--- config.mk ---
export PLATFORM = sky130hd
export DESIGN_NAME = sync_fifo_lvl_flat
export DESIGN_NICKNAME = d
export VERILOG_FILES = /design/src/rtl/sync_fifo_lvl_if.sv /design/src/rtl/sync_fifo_lvl.sv /design/src/flat_wrapper.sv
export SDC_FILE = /design/constraint.sdc
export NUM_CORES = 1
export LEC_CHECK = 0
export ABC_AREA = 1
export ABC_CLOCK_PERIOD_IN_PS = 2120
export BUFFER_PORTS_ARGS = -buffer_cell sky130_fd_sc_hd__clkbuf_2
export CAP_MARGIN = 5
export CORE_ASPECT_RATIO = 1.25
export CORE_MARGIN = 2
export CORE_UTILIZATION = 54
export CTS_CLUSTER_DIAMETER = 120
export DETAILED_ROUTE_END_ITERATION = 8
export PLACE_DENSITY = 0.74
export SYNTH_ARGS = -nofsm -noshare
export SYNTH_HDL_FRONTEND = slang
export SYNTH_SLANG_ARGS = --single-unit
--- constraint.sdc ---
create_clock -name CLK -period 2.12 [get_ports CLK]
set_input_delay 0.106 -clock CLK [delete_from_list [all_inputs] [get_ports CLK]]
set_output_delay 0.106 -clock CLK [all_outputs]
set_load 0.1 [all_outputs]
--- src/rtl/sync_fifo_lvl_if.sv ---
// ============================================================================
// sync_fifo_lvl_if : handshake/status bundle between sync_fifo_lvl and its users
// Rev 1.0
// ============================================================================
`default_nettype none

interface sync_fifo_lvl_if #(
  parameter int WIDTH = 16,
  parameter int DEPTH = 8
);
  localparam int c_LVL_W = $clog2(DEPTH) + 1;

  logic               flush;
  logic               clr_err;
  logic               write_en;
  logic [WIDTH-1:0]   din;
  logic               read_en;
  logic [WIDTH-1:0]   dout;
  logic               dout_valid;
  logic               full;
  logic               empty;
  logic               almost_full;
  logic               almost_empty;
  logic [c_LVL_W-1:0] level;
  logic               overflow;
  logic               underflow;

  modport master (
    output flush, clr_err, write_en, din, read_en,
    input  dout, dout_valid, full, empty, almost_full, almost_empty,
           level, overflow, underflow
  );

  modport slave (
    input  flush, clr_err, write_en, din, read_en,
    output dout, dout_valid, full, empty, almost_full, almost_empty,
           level, overflow, underflow
  );
endinterface

`default_nettype wire

--- src/rtl/sync_fifo_lvl.sv ---
// ============================================================================
// sync_fifo_lvl : single-clock FIFO with fill level, thresholds, sticky errors
// and flush. Define SYNC_FIFO_FWFT_EN for first-word-fall-through output.
// Rev 1.0
// ============================================================================
`default_nettype none

module sync_fifo_lvl #(
  parameter int WIDTH     = 16,
  parameter int DEPTH     = 8,
  parameter int AF_THRESH = 6,
  parameter int AE_THRESH = 2
) (
  input  wire logic       CLK,
  input  wire logic       rstn,
  sync_fifo_lvl_if.slave  bus
);

  localparam int                 c_PTR_W   = $clog2(DEPTH);
  localparam int                 c_LVL_W   = c_PTR_W + 1;
  localparam logic [c_PTR_W-1:0] c_PTR_ONE = c_PTR_W'(1);
  localparam logic [c_LVL_W-1:0] c_LVL_ONE = c_LVL_W'(1);
  localparam logic [c_LVL_W-1:0] c_LVL_MAX = c_LVL_W'(DEPTH);
  localparam logic [c_LVL_W-1:0] c_AF_LVL  = c_LVL_W'(AF_THRESH);
  localparam logic [c_LVL_W-1:0] c_AE_LVL  = c_LVL_W'(AE_THRESH);

  logic [WIDTH-1:0]   mem_q [DEPTH];
  logic [c_PTR_W-1:0] wr_ptr_q, wr_ptr_d;
  logic [c_PTR_W-1:0] rd_ptr_q, rd_ptr_d;
  logic [c_LVL_W-1:0] level_q, level_d;
  logic               full_q, empty_q, af_q, ae_q;
  logic               ovf_q, ovf_d;
  logic               unf_q, unf_d;
  logic               w_rd_acc, w_wr_acc, w_mem_we;

  // Accept decisions use registered flags only; a full FIFO takes a write
  // only when a pop frees the slot at the same edge.
  always_comb begin
    w_rd_acc = bus.read_en & ~empty_q;
    w_wr_acc = bus.write_en & (~full_q | w_rd_acc);
    w_mem_we = w_wr_acc & ~bus.flush;
  end

  always_comb begin
    wr_ptr_d = wr_ptr_q;
    rd_ptr_d = rd_ptr_q;
    level_d  = level_q;
    ovf_d    = ovf_q;
    unf_d    = unf_q;
    if (bus.flush) begin
      wr_ptr_d = '0;
      rd_ptr_d = '0;
      level_d  = '0;
    end else begin
      if (w_wr_acc) wr_ptr_d = wr_ptr_q + c_PTR_ONE;
      if (w_rd_acc) rd_ptr_d = rd_ptr_q + c_PTR_ONE;
      case ({w_wr_acc, w_rd_acc})
        2'b10:   level_d = level_q + c_LVL_ONE;
        2'b01:   level_d = level_q - c_LVL_ONE;
        default: level_d = level_q;
      endcase
      // New errors win over a coincident clear.
      ovf_d = (bus.write_en & ~w_wr_acc) | (ovf_q & ~bus.clr_err);
      unf_d = (bus.read_en  & ~w_rd_acc) | (unf_q & ~bus.clr_err);
    end
  end

  always_ff @(posedge CLK or negedge rstn) begin
    if (!rstn) begin
      wr_ptr_q <= '0;
      rd_ptr_q <= '0;
      level_q  <= '0;
      full_q   <= 1'b0;
      empty_q  <= 1'b1;
      af_q     <= 1'b0;
      ae_q     <= 1'b1;
      ovf_q    <= 1'b0;
      unf_q    <= 1'b0;
    end else begin
      wr_ptr_q <= wr_ptr_d;
      rd_ptr_q <= rd_ptr_d;
      level_q  <= level_d;
      full_q   <= (level_d == c_LVL_MAX);
      empty_q  <= (level_d == '0);
      af_q     <= (level_d >= c_AF_LVL);
      ae_q     <= (level_d <= c_AE_LVL);
      ovf_q    <= ovf_d;
      unf_q    <= unf_d;
    end
  end

  // Storage is deliberately left out of reset.
  always_ff @(posedge CLK) begin
    if (w_mem_we) mem_q[wr_ptr_q] <= bus.din;
  end

`ifdef SYNC_FIFO_FWFT_EN
  assign bus.dout       = empty_q ? '0 : mem_q[rd_ptr_q];
  assign bus.dout_valid = ~empty_q;
`else
  logic [WIDTH-1:0] dout_q, dout_d;
  logic             dout_valid_q, dout_valid_d;

  always_comb begin
    dout_d       = dout_q;
    dout_valid_d = w_rd_acc & ~bus.flush;
    if (dout_valid_d) dout_d = mem_q[rd_ptr_q];
  end

  always_ff @(posedge CLK or negedge rstn) begin
    if (!rstn) begin
      dout_q       <= '0;
      dout_valid_q <= 1'b0;
    end else begin
      dout_q       <= dout_d;
      dout_valid_q <= dout_valid_d;
    end
  end

  assign bus.dout       = dout_q;
  assign bus.dout_valid = dout_valid_q;
`endif

  assign bus.level        = level_q;
  assign bus.full         = full_q;
  assign bus.empty        = empty_q;
  assign bus.almost_full  = af_q;
  assign bus.almost_empty = ae_q;
  assign bus.overflow     = ovf_q;
  assign bus.underflow    = unf_q;

endmodule

`default_nettype wire

--- src/flat_wrapper.sv ---
// flat-port wrapper written by rule: the top's interface ports become plain ports
module sync_fifo_lvl_flat 
#(
  parameter int WIDTH     = 16,
  parameter int DEPTH     = 8,
  parameter int AF_THRESH = 6,
  parameter int AE_THRESH = 2
)
  (CLK, rstn, bus_flush, bus_clr_err, bus_write_en, bus_din, bus_read_en, bus_dout, bus_dout_valid, bus_full, bus_empty, bus_almost_full, bus_almost_empty, bus_level, bus_overflow, bus_underflow);
  sync_fifo_lvl_if #(.WIDTH(WIDTH), .DEPTH(DEPTH)) bus_i ();
  input  wire logic CLK;
  input  wire logic rstn;
  input wire logic [$bits(bus_i.flush)-1:0] bus_flush;
  input wire logic [$bits(bus_i.clr_err)-1:0] bus_clr_err;
  input wire logic [$bits(bus_i.write_en)-1:0] bus_write_en;
  input wire logic [$bits(bus_i.din)-1:0] bus_din;
  input wire logic [$bits(bus_i.read_en)-1:0] bus_read_en;
  output wire logic [$bits(bus_i.dout)-1:0] bus_dout;
  output wire logic [$bits(bus_i.dout_valid)-1:0] bus_dout_valid;
  output wire logic [$bits(bus_i.full)-1:0] bus_full;
  output wire logic [$bits(bus_i.empty)-1:0] bus_empty;
  output wire logic [$bits(bus_i.almost_full)-1:0] bus_almost_full;
  output wire logic [$bits(bus_i.almost_empty)-1:0] bus_almost_empty;
  output wire logic [$bits(bus_i.level)-1:0] bus_level;
  output wire logic [$bits(bus_i.overflow)-1:0] bus_overflow;
  output wire logic [$bits(bus_i.underflow)-1:0] bus_underflow;
  assign bus_i.flush = bus_flush;
  assign bus_i.clr_err = bus_clr_err;
  assign bus_i.write_en = bus_write_en;
  assign bus_i.din = bus_din;
  assign bus_i.read_en = bus_read_en;
  assign bus_dout = bus_i.dout;
  assign bus_dout_valid = bus_i.dout_valid;
  assign bus_full = bus_i.full;
  assign bus_empty = bus_i.empty;
  assign bus_almost_full = bus_i.almost_full;
  assign bus_almost_empty = bus_i.almost_empty;
  assign bus_level = bus_i.level;
  assign bus_overflow = bus_i.overflow;
  assign bus_underflow = bus_i.underflow;
  sync_fifo_lvl #(.WIDTH(WIDTH), .DEPTH(DEPTH), .AF_THRESH(AF_THRESH), .AE_THRESH(AE_THRESH)) u_core (.CLK(CLK), .rstn(rstn), .bus(bus_i));
endmodule
==> reports/results.ini, run 1 <==
[worst_setup_path]
crit_slowest_cell = dfstp_4
start_kind = flip-flop
crit_start = u_core.bus.empty
cp.arrival_ps = 2430
r2r_setup_slack_ps = 8
cp_max_fo = 3
cpPeakStageDelay_ps = 610
reg2reg_from = u_core.bus.empty
cp_num_buf_inv = 3
crit_family = simple AND/OR/NAND/NOR gates
required_ps = 2430
worst-setup-path-type = flip-flop to flip-flop
end_kind = flip-flop
path_cells = or2_4, nand2_4, nand2_4, ha_4, nand2_2, inv_2, nor2_4, ha_4, nor2_4, nor3_4, inv_2, nand2_1, inv_1, nand2_2, nor2_2

[logic_synthesis]
syn_nets = 539
async_flop_share_pct = 20.5
ys_ff_latch = 161
yosysWarnings = 0
synth-seq-area-share_pct = 72.8
yosysUniqueCellTypes = 29
syn_avg_cell_area_um2 = 12.5
netlist_area_um2 = 6420
synth-edff-count = 128
yosys_most_used_dff = edfxtp_1
postSynthCellCount = 512

[detailed_routing]
ant_nets = 0
drcViolationCount = 0
route.met2.wl_um = 7470
m1WireLength_um = 5800
viasPerCell = 5.63
drtIter0Drc = 385
first_pass_iters = 5
avgRoutedWirePerCell_um = 18.4
dr_wl_met3_um = 698
dr_total_vias = 4390
routed_wl_um = 14300
top_layer = met4

[placed_design]
dp.final_hpwl_um = 8300
io_buffer_count = 48
routabilityCongestion = 0.858
dp_cells = 724
place_ws_ps = -106

[floorplan]
ios = 49
die_area_um2 = 12800
chipHeight_um = 126
die_w_um = 101
core_um2 = 11600
fp-row-count = 44
initial_core_util_pct = 55.2

[pwr]
switching_share_pct = 39.3
p_comb_share_pct = 34.4
ir_worst_vdd_mv = 0.808
cellLeakagePower_nw = 3.06
pwr-share-seq_pct = 36.8
clkPwrFrac_pct = 28.7
p_int_mw = 6.52
switching_power_mw = 4.23
powerDensity_nw_per_um2 = 1340

[finish]
instances_no_fill = 780
num_antenna_cells = 0
area_delta_synth_final_pct = 24.6
drive_gt1_share_pct = 24.1
layout.nets = 633

[cts]
cts_tree = yes
clk_pin_slew_worst_paths_ps = 60
clock-sinks = 161
numCtsBuffers = 17
htree_levels = 4
clockBufferDepth = 2
root_buffer = clkbuf_16
insertion_delay_ps = 420

[hold_path]
hold_class = primary input to flip-flop
worstHoldStart = bus_write_en

[global_routing]
grt-ovfl-total = 0
track_usage_pct = 23.9
grt_pass1_wl_um = 22700
grt_pass1_vias = 4517
antenna_found_initial = 0
grt_max_degree = 39

[sta]
slew_violations = 0
fin_crit_sh_pct = 99.6
setup_viol = 0
fin_tns_setup_ps = 0
worstMarginPinSlew_ps = 863
max_slew_margin_pct = 42.5
hold_viol = 0
setup_ws_ps = 8.31
skew_ps = 4.91
period_minus_slack_ps = 2110
clock.fmax_mhz = 474
rsz0062_at_grt = true

[job]
cap_violations = 0

[status]
outcome = finished clean

sequential cells by signal, summed over array words and instances, names as in the netlist:
name                     cells
u_core.bus.almost_empty      1
u_core.bus.almost_full       1
u_core.bus.dout             16
u_core.bus.dout_valid        1
u_core.bus.empty             1
u_core.bus.full              1
u_core.bus.level             4
u_core.bus.overflow          1
u_core.bus.underflow         1
u_core.mem_q               128
u_core.rd_ptr_q              3
u_core.wr_ptr_q              3
per-layer routing:
metal	global-route usage [%]	up-vias
met5	0	-
met4	11.3	0
met3	5.49	38
met2	40.2	150
met1	29.0	2185
li1	-	2017
stage by stage:
step | power, mW | hold WS, ps | area, um2 | util (%)
floorplan | 6.75 | -190 | 6470 | -
global route | 11.2 | 54.4 | 8000 | 68.8
CTS | 10.6 | 30.5 | 7920 | 68.2
finish | 10.8 | 45.7 | 8000 | 68.8
global placement | 7.36 | 245 | 7070 | 60.8
detailed placement | 7.45 | 259 | 7070 | 60.8
placed cells by master, fill, tap and decap left out, types with 16 or more instances in the layout:
cell type,Yosys,layout
dfrtp_1,31,30
nand2_1,59,54
clkbuf_2,0,48
clkbuf_16,0,20
nor2_1,95,83
dlygate4sd3_1,0,22
o22ai_1,16,16
o21ai_0,71,70
o211ai_1,32,32
edfxtp_1,128,128
buf_4,4,23
worst paths after layout:
| path | end | cells past startpoint |
|---|---|---|
| setup reg to reg | u_core.bus.full | 15 |
| hold / removal | u_core.wr_ptr_q[2] | 3 |
| max in group asynchronous | u_core.bus.full | 2 |
| min in group asynchronous | u_core.bus.almost_full | 2 |
| setup / recovery | u_core.bus.full | 15 |
| hold reg to reg | u_core.bus.dout[3] | 2 |
tightest hold or removal path: cells and delay by family:
kind	cells	cell delay [ps]
AOI/OAI and AO/OA	1	70
buffers and inverters	1	140
and+or+nand+nor	1	110
area by class of cell:
type                    instances  area [um2]
well taps                     161         201
clock inverters                 8        97.6
multi-input cells             303        1630
clock buffers                  24         515
inverters                      22        82.6
repair buffers                101         793
fillers                       777        3620
flip-flops and latches        161        4680
power groups by stage:
stage | Combinational [mW] | Sequential [mW] | Clock (mW)
floorplan | 1.11 | 5.64 | 0
global placement | 3.38 | 3.99 | 0
detailed placement | 3.45 | 4.00 | 0
CTS | 3.55 | 3.94 | 3.12
global route | 3.94 | 4.00 | 3.25
finish | 3.70 | 3.96 | 3.09
cell usage after synthesis (2+ instances only):
cell type	count	area share, %
edfxtp_1	128	60
nor2_1	95	5.6
o21ai_0	71	5.5
nand2_1	59	3.5
o211ai_1	32	3.7
dfrtp_1	31	12
inv_1	17	0.99
o22ai_1	16	1.6
buf_2	11	0.86
clkbuf_1	7	0.41
ha_1	5	0.98
nand3_1	5	0.39
a21oi_1	4	0.31
buf_4	4	0.47
inv_2	4	0.23
o21ai_1	4	0.31
buf_6	3	0.53
nor2_2	3	0.29
dfstp_2	2	0.82
nand3_2	2	0.31
kinds of logic (layout without fill, tap and decap cells):
group | after synthesis | in the layout | share of synthesized area (%)
DFF | 161 | 161 | 72.8
xor gates and xnor gates | 2 | 2 | 0.273
adders and majority gates | 5 | 5 | 0.975
and+or+nand+nor | 168 | 168 | 10.5
buffers and inverters | 48 | 155 | 3.86
AOI/OAI and AO/OA | 128 | 128 | 11.6
timing repair:
| action | in CTS | in global routing |
|---|---|---|
| pin swaps | 3 | 16 |
| buffers inserted | 0 | 2 |
| setup endpoints to repair | 4 | 5 |
| hold endpoints to repair | 162 | 0 |
| cloned | 0 | 0 |
| gates resized for setup | 5 | 16 |
| hold buffers | 22 | 0 |
(Power assumes the default switching activity.)
==> run 2: changes to the inputs <==
ABC_AREA = unset   (was 1)
CORE_UTILIZATION = 53   (was 54)
PLACE_DENSITY = 0.73   (was 0.74)
==> reports/results.ini, run 2 <==
[worst_setup_path]
cp_num_buf_inv = 2
start_kind = flip-flop
crit_slowest_cell = dfstp_4
r2r.worst_path.cells = 11
cp_max_fo = 4
required_ps = 2490
r2r_setup_slack_ps = -180
cp.arrival_ps = 2670
worst-setup-path-type = flip-flop to flip-flop
crit_start = u_core.bus.empty
end_kind = flip-flop
path_cells = nand2b_4, a21boi_4, inv_2, ha_4, xor2_1, ha_2, a21oi_2, mux2i_2, xnor2_2, buf_4, a31o_1
crit_family = flip-flops
cpPeakStageDelay_ps = 460
reg2reg_from = u_core.bus.empty
r2r-end = u_core.bus.empty

[floorplan]
core_um2 = 11600
chipHeight_um = 126
fp-row-count = 44
die_w_um = 102
die_area_um2 = 12800
ios = 49
initial_core_util_pct = 54.5

[status]
outcome = finished with violations
violations = negative setup slack

[pwr]
p_comb_share_pct = 28.1
powerDensity_nw_per_um2 = 1260
ir_worst_vdd_mv = 0.780
power.total_mw = 10.1
cellLeakagePower_nw = 2.86
switching_share_pct = 34.5
clkPwrFrac_pct = 33.6
p_int_mw = 6.64
switching_power_mw = 3.50
pwr-share-seq_pct = 38.2

[global_routing]
grt_max_degree = 35
grt_pass1_wl_um = 19500
grt_pass1_vias = 3496
track_usage_pct = 21.3
grt-ovfl-total = 0
antenna_found_initial = 0

[finish]
layout.nets = 476
final_common_cell = edfxtp_1
num_antenna_cells = 0
regArea_um2 = 4680
instances_no_fill = 623
final_area_um2 = 8020
multi_input_area_um2 = 1680
area_delta_synth_final_pct = 26.8
most-common-layout-cells = edfxtp_1, clkbuf_2, buf_4, mux4_2, dfrtp_1
largest_register_ffs = 128
fillers = 723
drive_gt1_share_pct = 39.8
top_register = u_core.mem_q

[logic_synthesis]
syn_nets = 368
synthTopCellsByCount = edfxtp_1, nor2_1, mux4_2
yosys.area.top_type = edfxtp_1
yosysUniqueCellTypes = 37
synth_area_leaders = edfxtp_1, dfrtp_1, mux4_2
synth-edff-count = 128
synth-seq-area-share_pct = 73.8
postSynthCellCount = 341
syn_avg_cell_area_um2 = 18.6
netlist.area_leader.share_pct = 60.7
synth_most_common_cell = edfxtp_1
netlist_area_um2 = 6330
ys_ff_latch = 161
async_flop_share_pct = 20.5
yosys_most_used_dff = edfxtp_1
yosysWarnings = 0

[cts]
cts_tree = yes
numCtsBuffers = 17
insertion_delay_ps = 420
clockBufferDepth = 2
htree_levels = 4
clock-sinks = 161
clk_pin_slew_worst_paths_ps = 60
root_buffer = clkbuf_16

[hold_path]
worstHoldStart = bus_clr_err
min_to = u_core.bus.underflow
worstHoldPathCells = 4
hold_class = primary input to flip-flop

[sta]
worstMarginPinSlew_ps = 640
hold_viol = 0
rsz0062_at_grt = true
hold_slack_ps = 7.13
setup_ws_ps = -180
slew_violations = 0
fin_crit_sh_pct = 109
period_minus_slack_ps = 2300
setup_viol = 6
skew_ps = 7.11
clock.fmax_mhz = 435
max_slew_margin_pct = 57.3

[placed_design]
dp.final_hpwl_um = 7420
place_ws_ps = -197
place_area_um2 = 7080
dp_cells = 568
routabilityCongestion = 0.815
io_buffer_count = 48

[detailed_routing]
drtIter0Drc = 208
viasPerCell = 5.54
drcViolationCount = 0
routed_wl_um = 12500
ant_nets = 0
first_pass_iters = 4
avgRoutedWirePerCell_um = 20.0
dr_total_vias = 3453

[job]
cap_violations = 0

## run 2: cell count changes after synthesis, sizes merged, moves of 18 or more
| cell | before | now |
|---|---|---|
| o21ai | 75 | 2 |
| nor2 | 99 | 36 |
| nand2 | 60 | 10 |
| mux4 | 0 | 32 |
| o211ai | 32 | 2 |
| mux2i | 0 | 18 |
## run 2: layout make-up
| class | count | share of cell area (%) |
|---|---|---|
| sequential | 161 | 58.3 |
| multi-input combinational | 157 | 20.9 |
| timing repair buffer | 107 | 9.70 |
| clock buffer | 19 | 5.40 |
| clock inverter | 13 | 2.92 |
| tap | 161 | 2.51 |
| inverter | 5 | 0.265 |
## run 2: routing by layer
layer | GRT usage (%) | share of wire, % | vias to the layer above
met1 | 28.6 | 42 | 1787
met3 | 5.11 | 4.5 | 21
li1 | - | - | 1545
met2 | 34.3 | 51 | 100
met5 | 0 | 0 | -
met4 | 7.71 | 2.1 | 0
## run 2: power by group through the flow
| stage | Combinational [mW] | Clock (mW) | Sequential (mW) |
|---|---|---|---|
| floorplan | 0.815 | 0 | 5.32 |
| global placement | 2.72 | 0 | 3.92 |
| detailed placement | 2.75 | 0 | 3.93 |
| CTS | 2.84 | 3.44 | 3.88 |
| global route | 2.99 | 3.58 | 3.91 |
| finish | 2.85 | 3.41 | 3.88 |
## run 2: worst max path at each step
stage	to	slack, ps	depth (start not counted)
floorplan	u_core.bus.full	-410	10
global placement	u_core.bus.empty	-150	11
detailed placement	u_core.bus.almost_full	-200	10
CTS	u_core.bus.empty	-140	11
global route	u_core.bus.empty	-290	11
finish	u_core.bus.empty	-180	11
## run 2: repair_timing
item / in CTS / in global routing
pin swaps: 6 / 4
hold buffers: 18 / 0
setup endpoints to repair: 6 / 6
buffers inserted: 3 / 3
endpoints found under the hold margin: 151 / 0
gates resized for setup: 7 / 3
## run 2: worst reg2reg max path, stage by stage (launching register included)
cell and delay, ps:
dfstp_4 460, nand2b_4 170, a21boi_4 150, inv_2 70
ha_4 170, xor2_1 160, ha_2 200, a21oi_2 130
mux2i_2 270, xnor2_2 180, buf_4 160, a31o_1 130
## run 2: per-stage QoR
stage	setup TNS, ps	util [%]
3_3_place_gp	-539	61.0
5_1_grt	-1430	69.1
2_1_floorplan	-4050	-
6_report	-839	69.1
4_1_cts	-544	68.8
3_5_place_dp	-916	61.0
## run 2: logic make-up after synthesis
family,synth area share (%)
muxes,14.2
and+or+nand+nor,4.37
AOI/OAI and AO/OA,3.91
buffers and inverters,1.72
DFF,73.8
xor gates and xnor gates,0.969
adders and majority gates,0.988
